**config.mk**
```make
export PLATFORM = sky130hd
export DESIGN_NAME = ram_preload_mux
export DESIGN_NICKNAME = d
export VERILOG_FILES = /design/src/rtl/ram_preload_mux.sv
export SDC_FILE = /design/constraint.sdc
export NUM_CORES = 1
export LEC_CHECK = 0
export ABC_AREA = 1
export BUFFER_PORTS_ARGS = -buffer_cell sky130_fd_sc_hd__buf_2
export CAP_MARGIN = 40
export CORE_AREA = 3 3 139 141
export CTS_CLUSTER_SIZE = 16
export DETAILED_ROUTE_END_ITERATION = 16
export DIE_AREA = 0 0 142 144
export GPL_TIMING_DRIVEN = 0
export PLACE_DENSITY = 0.66
export REMOVE_ABC_BUFFERS = 1
export SYNTH_ARGS = -nofsm -noshare
export SYNTH_HDL_FRONTEND = slang
export SYNTH_SLANG_ARGS = --single-unit
export TNS_END_PERCENT = 100
```
**constraint.sdc**
```tcl
create_clock -name clock -period 2.5 [get_ports clock]
set_input_delay 0.625 -clock clock [delete_from_list [all_inputs] [get_ports clock]]
set_output_delay 0.625 -clock clock [all_outputs]
set_load 0.02 [all_outputs]
```
**src/rtl/ram_preload_mux.sv**
```systemverilog
// Arbitrates one RAM port across three phases: external preload, CGRA run-time
// access, and a handshaked result dump. Rejected addresses feed a saturating error counter.
module ram_preload_mux #(
   parameter int unsigned DEPTH = 1024,
   parameter int unsigned ERR_W = 8
) (
   input  logic             clock,
   input  logic             sync_reset,
   input  logic             load_start,
   input  logic             load_valid,
   output logic             load_ready,
   input  logic [31:0]      load_addr,
   input  logic [31:0]      load_data,
   input  logic             load_last,
   input  logic [31:0]      cgra_addr,
   input  logic [31:0]      cgra_data_in,
   input  logic             cgra_w_rq,
   output logic [31:0]      cgra_data_out,
   output logic [31:0]      ram_addr,
   output logic [31:0]      ram_data_in,
   output logic             ram_w_rq,
   input  logic [31:0]      ram_data_out,
   output logic             run_active,
   input  logic             dump_start,
   input  logic [31:0]      dump_base,
   input  logic [15:0]      dump_count,
   output logic             out_valid,
   input  logic             out_ready,
   output logic [31:0]      out_data,
   output logic             dump_done,
   output logic [ERR_W-1:0] err_count
);

   typedef enum logic [2:0] {
      IDLE,
      LOAD,
      RUN,
      DUMP_RD,
      DUMP_WAIT,
      DUMP_OUT
   } state_t;

   // 33 bits so DEPTH values near 2^30 still produce an exact byte limit
   localparam logic [32:0] ADDR_LIMIT = 33'(DEPTH) << 2;

   state_t      state, state_next;
   logic [31:0] cur_addr;
   logic [15:0] remaining;
   logic        load_accept;
   logic        load_ok;

   function automatic logic in_range(input logic [31:0] a);
      return {1'b0, a} < ADDR_LIMIT;
   endfunction

   function automatic logic [ERR_W-1:0] sat_inc(input logic [ERR_W-1:0] v);
      return (&v) ? v : v + ERR_W'(1);
   endfunction

   assign load_ready  = (state == LOAD) && !sync_reset;
   assign load_accept = load_valid && load_ready;
   assign load_ok     = load_accept && (load_addr[1:0] == 2'b00) && in_range(load_addr);
   assign run_active  = (state == RUN);

   always_ff @(posedge clock) begin
      if (sync_reset) state <= IDLE;
      else            state <= state_next;
   end

   always_comb begin
      state_next    = state;
      ram_addr      = '0;
      ram_data_in   = '0;
      ram_w_rq      = 1'b0;
      cgra_data_out = '0;
      case (state)
         IDLE: begin
            if (load_start) state_next = LOAD;
         end
         LOAD: begin
            if (load_ok) begin
               ram_addr    = load_addr;
               ram_data_in = load_data;
               ram_w_rq    = 1'b1;
            end
            if (load_accept && load_last) state_next = RUN;
         end
         RUN: begin
            ram_addr      = cgra_addr;
            ram_data_in   = cgra_data_in;
            ram_w_rq      = cgra_w_rq && !sync_reset;
            cgra_data_out = ram_data_out;
            if (dump_start && (dump_count != 16'd0)) state_next = DUMP_RD;
         end
         DUMP_RD: begin
            ram_addr   = cur_addr;
            state_next = DUMP_WAIT;
         end
         DUMP_WAIT: begin
            state_next = DUMP_OUT;
         end
         DUMP_OUT: begin
            if (out_ready) state_next = (remaining == 16'd1) ? IDLE : DUMP_RD;
         end
         default: state_next = IDLE;
      endcase
   end

   always_ff @(posedge clock) begin
      if (sync_reset) begin
         cur_addr  <= '0;
         remaining <= '0;
         out_valid <= 1'b0;
         out_data  <= '0;
         dump_done <= 1'b0;
         err_count <= '0;
      end else begin
         dump_done <= 1'b0;
         case (state)
            LOAD: begin
               if (load_accept && !load_ok) err_count <= sat_inc(err_count);
            end
            RUN: begin
               if (dump_start) begin
                  if (dump_count == 16'd0) begin
                     dump_done <= 1'b1;
                  end else begin
                     cur_addr  <= dump_base;
                     remaining <= dump_count;
                  end
               end
            end
            DUMP_WAIT: begin
               out_valid <= 1'b1;
               if (in_range(cur_addr)) begin
                  out_data <= ram_data_out;
               end else begin
                  out_data  <= '0;
                  err_count <= sat_inc(err_count);
               end
            end
            DUMP_OUT: begin
               if (out_ready) begin
                  out_valid <= 1'b0;
                  remaining <= remaining - 16'd1;
                  if (remaining == 16'd1) dump_done <= 1'b1;
                  else                    cur_addr  <= cur_addr + 32'd4;
               end
            end
            default: ;
         endcase
      end
   end

endmodule

```
==> results.py, run 1 <==
metrics = {
    "placement": {
        "dpl.cell_count": 1651,
        "place_ws_ns": -1.67,
        "io_buffers": 356,
        "dpl_cell_area_sq_um": 8570,
        "gp_congestion": 0.923,
        "dp_hpwl_microns": 19900,
    },
    "drt": {
        "vias": 8549,
        "ant_nets": 0,
        "dr.first_iter.drc_count": 583,
        "firstDrtPassIters": 5,
        "wl_per_cell_microns": 15.9,
        "drt_wl_total_microns": 27000,
        "drc": 0,
        "met2_length_microns": 13300,
        "viasPerCell": 5.05,
        "met1_length_microns": 11200,
        "top_layer": "met5",
        "met3_length_microns": 2110,
    },
    "status": {
        "status": "finished, final reports clean",
    },
    "setup_path": {
        "reg2reg_to": "cur_addr[22]",
        "arrival_ns": 1.87,
        "cp-start-kind": "primary input",
        "slowest_delay_ns": 0.19,
        "path_delay_family": "simple AND/OR/NAND/NOR gates",
        "r2r_start": "state[2]",
        "cp_slowest_cell": "nor3_1",
        "reg2reg_slack_ns": 0.22,
        "path_buf_inv": 4,
        "worstPathRequired_ns": 1.88,
        "crit_type": "primary input to output port",
        "path_depth": 9,
        "critPathLaunch": "load_addr[1]",
        "cp-end-kind": "output port",
        "worstRegToRegCells": 9,
        "cp_cell_sequence": "buf_2 -> nor3_1 -> nand3_1 -> nor2_4 -> buf_6 -> buf_12 -> nand3_1 -> nand2_1 -> buf_2",
        "path_max_fanout": 12,
    },
    "layout": {
        "synthToLayoutAreaGrowth_pct": 43.5,
        "layout.area.seq_sq_um": 1870,
        "final_util_pct": 52.0,
        "fin_cells": 1693,
        "stdcell_area_sq_um": 9410,
        "layout_commonest_cell": "buf_2",
        "multi_input_area_sq_um": 4150,
        "layout_common_cells": "buf_2 (337), nand2_1 (328), nor2_1 (167)",
        "nFillCells": 1887,
        "drive_gt1_share_pct": 31.4,
        "nets": 1678,
    },
    "global_route": {
        "grt_usage_pct": 24.2,
        "overflow": 0,
        "grt_first_pass_wirelength_microns": 39700,
        "grt_pass1_vias": 7646,
        "grt_antenna_before_repair": 1,
        "grt_max_degree": 55,
    },
    "yosys": {
        "syn_area_sq_um": 6560,
        "synth-edff-count": 0,
        "ys_seq_area_share_pct": 28.4,
        "synth_area_leader_cell": "dfxtp_1",
        "syn_area_per_cell_sq_um": 5.89,
        "ys_ff_latch": 93,
        "ys_types": 38,
        "yosys_warnings": 0,
        "synth_ff_type": "dfxtp_1",
        "synthArstFlopShare_pct": 0,
        "yosys.area.top_type_share_pct": 28.4,
        "synthTopCellsByArea": "dfxtp_1 (28%), nand2_1 (19%), nor2_1 (9.8%)",
        "synthCells": 1113,
    },
    "clocking": {
        "cts_made_buffers": 9,
        "h-tree-depth": 3,
        "hold_buffers": 0,
        "clockBufferDepth": 2,
        "root_buffer": "clkbuf_16",
        "cts.clk_slew.worst_paths_ns": 0.07,
        "clock-sinks": 93,
        "clk-insertion-delay-late_ns": 0.35,
        "cts_tree": "done",
    },
    "power": {
        "power_leakage_nw": 4.57,
        "ir_drop_mv": 0.349,
        "p_per_area_nw_per_um2": 533,
    },
    "timing": {
        "drv_slew": 0,
        "setup_ws_ns": 0.000597,
        "rsz0062_at_grt": "yes",
        "fin_crit_ns": 2.50,
        "hold_viol": 0,
        "setup_viol": 0,
        "max_freq_mhz": 400,
        "relSlewSlack_pct": 61.4,
        "finalCritPeriodShare_pct": 100,
        "fin_worst_skew_ns": 0.0160,
        "hold-worst-slack_ns": 0.454,
        "tightest_slew_ns": 0.577,
    },
    "floorplanning": {
        "die_area_sq_um": 20400,
        "rows": 49,
        "start_util_pct": 36.3,
        "io_pins": 357,
        "die_y_microns": 144,
        "chipWidth_microns": 142,
        "core_sq_um": 18100,
    },
    "hold_path": {
        "min_path_type": "flip-flop to flip-flop",
        "hold_depth": 2,
        "holdCritStartpoint": "cur_addr[0]",
        "min_delay_worst_endpoint": "cur_addr[0]",
    },
    "run": {
        "maxCapViolations": 0,
    },
}
[Yosys cell counts (2+ instances only)]
cell / count
and3_1: 2
o22ai_1: 2
buf_2: 15
dfxtp_1: 93
nor3_1: 5
a21oi_1: 85
a22oi_1: 10
ha_1: 4
buf_1: 7
buf_4: 2
inv_2: 3
xnor2_1: 5
nor2_2: 2
nand3_2: 2
or2_2: 17
nor2_1: 171
nand3_4: 2
buf_6: 4
nand2_1: 332
nand3b_1: 3
inv_1: 102
a32o_1: 28
clkbuf_1: 29
o21ai_0: 70
nand4_1: 19
xor2_1: 3
o21ai_1: 5
nand3_1: 81
[flip-flops by register name, summed over array words and instances, names as in the netlist]
name,count
cur_addr,32
dump_done,1
err_count,8
out_data,32
out_valid,1
remaining,16
state,3
[worst max-delay path by stage]
stage	endpoint
CTS	ram_addr[30]
finish	ram_addr[8]
detailed placement	ram_data_in[7]
global placement	ram_data_in[7]
floorplan	ram_data_in[13]
global route	ram_addr[2]
[tightest hold or removal path, cell delays in order, from the launching register on]
cell and delay (ns):
dfxtp_1 0.30, inv_1 0.06, a21oi_1 0.05
[kinds of logic (layout without fill, tap and decap cells)]
family                   Yosys count  after routing  share of synthesized area [%]
AND/OR/NAND/NOR                  639            640                           40.9
other                              0              1                              0
AO/OA/AOI/OAI                    207            207                           18.7
flip-flops                        93             93                           28.4
adder cells (fa/ha/maj)            4              4                          0.763
buffers and inverters            162            511                           10.1
XOR/XNOR                           8              8                           1.07
[routing by layer]
layer,GRT usage [%],vias up
met5,0,-
met4,6.57,2
met3,4.96,29
li1,-,4323
met2,42.0,362
met1,30.7,3833
[per-stage QoR]
stage	TNS (ns)	power, mW
2_1_floorplan	-68.15	2.71
6_report	0	5.02
5_1_grt	-0.0239	5.30
3_5_place_dp	-71.77	3.36
3_3_place_gp	-280.32	3.31
4_1_cts	0	5.01
[where the power goes]
group / switching, mW / internal (mW) / total (mW) / leakage [nW]
Sequential: 0.140 / 1.60 / 1.74 / 0.754
Clock: 0.637 / 0.914 / 1.55 / 0.164
Combinational: 1.09 / 0.635 / 1.73 / 3.65
[layout make-up]
class	instances	area share, %
clock inverters	6	0.970
multi-input cells	859	44.1
well taps	229	3.04
diodes	1	0.0266
inverters	105	4.44
repair inverters	1	0.0798
clock buffers	10	2.54
flip-flops and latches	93	19.9
repair buffers	389	24.9
[what timing repair did]
action	in CTS	in global routing
setup buffers	19	1
cloned	4	1
pin swaps	7	4
endpoints found under the setup margin	107	114
gates resized for setup	42	40
Note: power is estimated with default switching activity, not from simulation.
==> run 2, diff against run 1 <==
--- a/config.mk
+++ b/config.mk
@@ -13,7 +13,7 @@
 export DETAILED_ROUTE_END_ITERATION = 16
 export DIE_AREA = 0 0 142 144
 export GPL_TIMING_DRIVEN = 0
-export PLACE_DENSITY = 0.66
+export PLACE_DENSITY = 0.69
 export REMOVE_ABC_BUFFERS = 1
 export SYNTH_ARGS = -nofsm -noshare
 export SYNTH_HDL_FRONTEND = slang
==> constraint.sdc (replaced) <==
create_clock -name clock -period 2.2 [get_ports clock]
set_input_delay 0.55 -clock clock [delete_from_list [all_inputs] [get_ports clock]]
set_output_delay 0.55 -clock clock [all_outputs]
set_load 0.02 [all_outputs]
==> run 2 against run 1 <==
Effect of this change:
- the flow now finishes with violations (negative setup slack)
- flip-flop and latch count did not move
- sequential power rose by 14%
- clock skew up 0.00079 ns
- sequential share of layout area is 1.3 points lower
- non-clock buffer count is 10 higher
- routed wire length rose by 5.8%
- combinational power grew 28%
- core utilization up 3.6 points
- critical path type is now flip-flop to output port
- critical endpoint is now ram_addr[5]
- largest power group is now combinational logic
- highest routed layer unchanged
==> results.py, run 2 (synthesis gave the netlist of run 1 again) <==
metrics = {
    "timing": {
        "setup_viol": 56,
        "relSlewSlack_pct": 59.3,
        "hold_viol": 0,
        "drv_slew": 0,
        "finalCritPeriodShare_pct": 107,
        "setup_tns_ns": -5.20,
        "setup_ws_ns": -0.152,
        "max_freq_mhz": 425,
        "tightest_slew_ns": 0.608,
        "rsz0062_at_grt": "yes",
        "fin_worst_skew_ns": 0.0168,
        "fin_crit_ns": 2.35,
    },
    "clocking": {
        "cts_made_buffers": 9,
        "hold_buffers": 0,
        "root_buffer": "clkbuf_16",
        "clock-sinks": 93,
        "h-tree-depth": 3,
        "clk-insertion-delay-late_ns": 0.36,
        "clockBufferDepth": 2,
        "cts.clk_slew.worst_paths_ns": 0.07,
        "cts_tree": "done",
    },
    "status": {
        "violations": "negative setup slack",
        "status": "complete, but fails checks",
    },
    "floorplanning": {
        "die_y_microns": 144,
        "io_pins": 357,
        "chipWidth_microns": 142,
        "die_area_sq_um": 20400,
        "core_sq_um": 18100,
        "start_util_pct": 36.3,
        "rows": 49,
    },
    "global_route": {
        "grt_antenna_before_repair": 5,
        "grt_pass1_vias": 8133,
        "grt_first_pass_wirelength_microns": 42100,
        "grt_max_degree": 55,
        "grt_usage_pct": 25.7,
        "overflow": 0,
    },
    "drt": {
        "wl_per_cell_microns": 16.7,
        "firstDrtPassIters": 6,
        "vias": 8832,
        "viasPerCell": 5.17,
        "drc": 0,
        "ant_nets": 0,
        "drt_wl_total_microns": 28500,
        "dr.first_iter.drc_count": 636,
    },
    "layout": {
        "nets": 1690,
        "reg_top3": "cur_addr x32, out_data x32, remaining x16",
        "final_util_pct": 55.7,
        "fin_cells": 1707,
        "layout_common_cells": "nand2_1 (322), buf_2 (290), nor2_1 (158)",
        "synthToLayoutAreaGrowth_pct": 53.5,
        "drive_gt1_share_pct": 35.8,
        "layout_commonest_cell": "nand2_1",
    },
    "placement": {
        "dpl.cell_count": 1652,
        "gp_congestion": 0.920,
        "dp_hpwl_microns": 20000,
        "io_buffers": 356,
        "place_ws_ns": -1.14,
    },
    "setup_path": {
        "path_max_fanout": 8,
        "arrival_ns": 1.80,
        "cp-end-kind": "output port",
        "worstPathRequired_ns": 1.65,
        "cp-start-kind": "flip-flop",
        "crit_type": "flip-flop to output port",
        "reg2reg_slack_ns": 0.13,
    },
    "hold_path": {
        "min_path_type": "primary input to flip-flop",
    },
    "power": {
        "power_mw": 5.99,
        "p_per_area_nw_per_um2": 595,
        "power_leakage_nw": 4.82,
        "ir_drop_mv": 0.339,
    },
    "run": {
        "maxCapViolations": 0,
    },
}
## run 2: cell types whose count changed in the layout (fill, tap and decap cells not counted), sizes merged
cell | before | now
buf | 387 | 397
bufbuf | 1 | 0
clkinvlp | 4 | 5
diode | 1 | 3
inv | 105 | 106
nor2 | 175 | 176
## run 2: path summary, 6_finish.rpt
kind / start / end / cells after the start
setup / recovery: state[1] / ram_addr[5] / 10
hold / removal: sync_reset / out_data[2] / 2
setup reg to reg: state[1] / out_data[15] / 9
hold reg to reg: out_data[16] / out_data[16] / 2
## run 2: worst max-delay path, cell delays in order (launching register included)
cell and delay [ns]:
dfxtp_4 0.36, inv_4 0.06, nand2_4 0.05, nor2_4 0.11, nand2_2 0.10, nor2_4 0.17
buf_12 0.15, clkbuf_16 0.15, nand3_1 0.08, nand2_2 0.10, buf_6 0.12
## run 2: metrics by stage
stage | instance area [sq um] | hold WS, ns
after floorplan | 6290 | 0.427
after global placement | 8360 | 0.445
after detailed placement | 8570 | 0.445
after CTS | 9780 | 0.438
after global routing | 10100 | 0.448
final | 10100 | 0.448
## run 2: final cells by class
type,instances,area (sq um)
Clock inverter,7,105
Tap cell,229,287
Multi-Input combinational cell,860,4360
Timing Repair Buffer,399,2770
Fill cell,1819,8020
Sequential cell,93,1870
Inverter,105,429
Timing Repair inverter,2,12.5
Antenna cell,3,7.51
Clock buffer,9,225
## run 2: timing repair
action	4_1_cts	5_1_grt
endpoints found under the setup margin	126	125
pin swaps	18	18
endpoints found under the hold margin	0	0
gates resized for setup	183	85
cloned	7	2
setup buffers	26	4
## run 2: power breakdown
group          switching [mW]  total, mW  internal [mW]
registers               0.162       1.98           1.82
clock network           0.785       1.80           1.02
logic                    1.34       2.21          0.873
## run 2: routing by layer
| layer | up-vias | track usage [%] | share of wire (%) |
|---|---|---|---|
| met5 | - | 0 | 0.028 |
| met2 | 411 | 45.2 | 49 |
| met3 | 38 | 5.82 | 8.4 |
| li1 | 4349 | - | - |
| met4 | 2 | 5.61 | 1.6 |
| met1 | 4032 | 32.1 | 41 |
==> run 3, diff against run 2 <==
--- a/config.mk
+++ b/config.mk
@@ -18,4 +18,4 @@
 export SYNTH_ARGS = -nofsm -noshare
 export SYNTH_HDL_FRONTEND = slang
 export SYNTH_SLANG_ARGS = --single-unit
-export TNS_END_PERCENT = 100
+export TNS_END_PERCENT = 1
==> run 3 against run 2 <==
Effect of this change:
- the run still ends with negative setup slack left
- die area is the same
- core utilization is 1.2 points lower
- total power fell by 1.6%
- first-iteration DRC count up 20%
- clock power about the same
- fmax shrank 1.2%
- worst hold slack improved by 0.0040 ns
- non-clock buffer count shrank 5
- largest cell class unchanged
==> results.py, run 3 (synthesis gave the netlist of run 1 again) <==
metrics = {
    "setup_path": {
        "path_max_fanout": 28,
        "cp_cell_sequence": "buf_4 -> nand3_4 -> clkinv_8 -> buf_16 -> a22oi_1 -> nand2_2 -> buf_6",
        "path_buf_inv": 4,
        "worstPathRequired_ns": 1.65,
        "arrival_ns": 1.83,
        "path_delay_family": "buffers and inverters",
        "crit_type": "flip-flop to output port",
        "slowest_delay_ns": 0.36,
        "cp-start-kind": "flip-flop",
        "cp_slowest_cell": "dfxtp_4",
        "cp-end-kind": "output port",
    },
    "layout": {
        "final_util_pct": 54.5,
        "nets": 1685,
        "layout_commonest_cell": "nand2_1",
        "drive_gt1_share_pct": 34.5,
        "reg_top3": "cur_addr x32, out_data x32, remaining x16",
        "layout_common_cells": "nand2_1 (323), buf_2 (297), nor2_1 (161)",
        "stdcell_area_sq_um": 9850,
        "nFillCells": 1846,
        "synthToLayoutAreaGrowth_pct": 50.2,
    },
    "floorplanning": {
        "rows": 49,
        "core_sq_um": 18100,
        "chipWidth_microns": 142,
        "die_area_sq_um": 20400,
        "start_util_pct": 36.3,
        "io_pins": 357,
        "die_y_microns": 144,
    },
    "timing": {
        "setup_tns_ns": -7.06,
        "fin_crit_ns": 2.38,
        "setup_ws_ns": -0.181,
        "drv_slew": 0,
        "tightest_slew_ns": 0.580,
        "hold_viol": 0,
        "fin_worst_skew_ns": 0.0190,
        "max_freq_mhz": 420,
        "finalCritPeriodShare_pct": 108,
        "relSlewSlack_pct": 61.2,
        "rsz0062_at_grt": "yes",
        "setup_viol": 70,
        "hold-worst-slack_ns": 0.452,
    },
    "power": {
        "power_leakage_nw": 4.72,
        "p_int_mw": 3.64,
        "p_comb_share_pct": 35.9,
        "p_clk_share_pct": 30.6,
        "power.switching_mw": 2.26,
        "p_per_area_nw_per_um2": 598,
        "switching_share_pct": 38.3,
        "power_mw": 5.90,
        "pwr-share-seq_pct": 33.5,
        "ir_drop_mv": 0.343,
    },
    "drt": {
        "drc": 0,
        "dr.first_iter.drc_count": 763,
        "ant_nets": 0,
        "vias": 8800,
        "wl_per_cell_microns": 16.7,
        "drt_wl_total_microns": 28400,
        "viasPerCell": 5.17,
        "firstDrtPassIters": 5,
    },
    "clocking": {
        "cts_made_buffers": 9,
        "root_buffer": "clkbuf_16",
        "hold_buffers": 0,
        "cts_tree": "done",
        "clock-sinks": 93,
        "cts.clk_slew.worst_paths_ns": 0.07,
        "clockBufferDepth": 2,
        "h-tree-depth": 3,
        "clk-insertion-delay-late_ns": 0.36,
    },
    "placement": {
        "gp_congestion": 0.920,
        "dp_hpwl_microns": 20000,
        "dpl_cell_area_sq_um": 8570,
        "io_buffers": 356,
    },
    "global_route": {
        "grt_first_pass_wirelength_microns": 41400,
        "met2_usage_pct": 44.2,
        "met3_usage_pct": 5.59,
        "grt_pass1_vias": 8064,
        "grt_max_degree": 57,
        "grt_antenna_before_repair": 5,
        "met1_usage_pct": 31.1,
        "grt_most_used_layer": "met2",
        "grt_usage_pct": 25.2,
        "overflow": 0,
    },
    "status": {
        "violations": "negative setup slack",
        "status": "complete, but fails checks",
    },
    "hold_path": {
        "min_path_type": "primary input to flip-flop",
    },
    "run": {
        "maxCapViolations": 0,
    },
}
[run 3: cell count changes in the layout (fill, tap and decap cells not counted), sizes merged]
| cell | delta |
|---|---|
| diode | -1 |
| buf | -5 |
| inv | -1 |
| clkinv | +1 |
[run 3: tightest hold or removal path, delay by kind of cell]
family                 cells  cell delay, ns
AND/OR/NAND/NOR            1            0.05
buffers and inverters      1            0.10
AO/OA/AOI/OAI              1            0.05
[run 3: power by group through the flow]
stage | Sequential, mW | Clock [mW] | Combinational [mW]
2_1_floorplan | 1.98 | 0 | 1.11
3_3_place_gp | 2.00 | 0 | 1.76
3_5_place_dp | 2.00 | 0 | 1.81
4_1_cts | 1.97 | 1.84 | 1.96
5_1_grt | 2.00 | 1.89 | 2.32
6_report | 1.98 | 1.80 | 2.11
[run 3: repair_timing]
action                                  4_1_cts  5_1_grt
buffers inserted                             22        1
endpoints found under the setup margin      126      151
pin swaps                                    12       19
gates resized for setup                     119      103
hold endpoints to repair                      0        0
gates cloned                                  5        3
[run 3: metal layers]
metal	part of all wire, %	vias up
li1	-	4337
met1	41	4021
met2	49	403
met3	8.6	37
met4	1.4	2
met5	0.028	-
[run 3: area by class of cell]
type	instances	area (sq um)	area share (%)
Antenna cell	2	5.00	0.0508
Clock buffer	9	225	2.29
Clock inverter	7	105	1.07
Inverter	105	424	4.31
Multi-Input combinational cell	860	4290	43.6
Sequential cell	93	1870	19.0
Tap cell	229	287	2.91
Timing Repair Buffer	394	2630	26.7
Timing Repair inverter	2	12.5	0.127
[run 3: final timing paths]
kind / start / end / slack, ns / depth (start not counted)
worst max-delay path: state[1] / ram_addr[3] / -0.18 / 7
worst min-delay path: ram_data_out[26] / out_data[26] / 0.45 / 3
worst max register to register: state[2] / cur_addr[15] / -0.05 / 9
worst min register to register: out_data[16] / out_data[16] / 0.46 / 2
[run 3: metrics by stage]
step,setup slack [ns],cells
floorplan,-1.83,1056
CTS,-0.162,1695
detailed placement,-1.14,1652
global placement,-4.03,1641
finish,-0.181,1701
global route,-0.233,1700
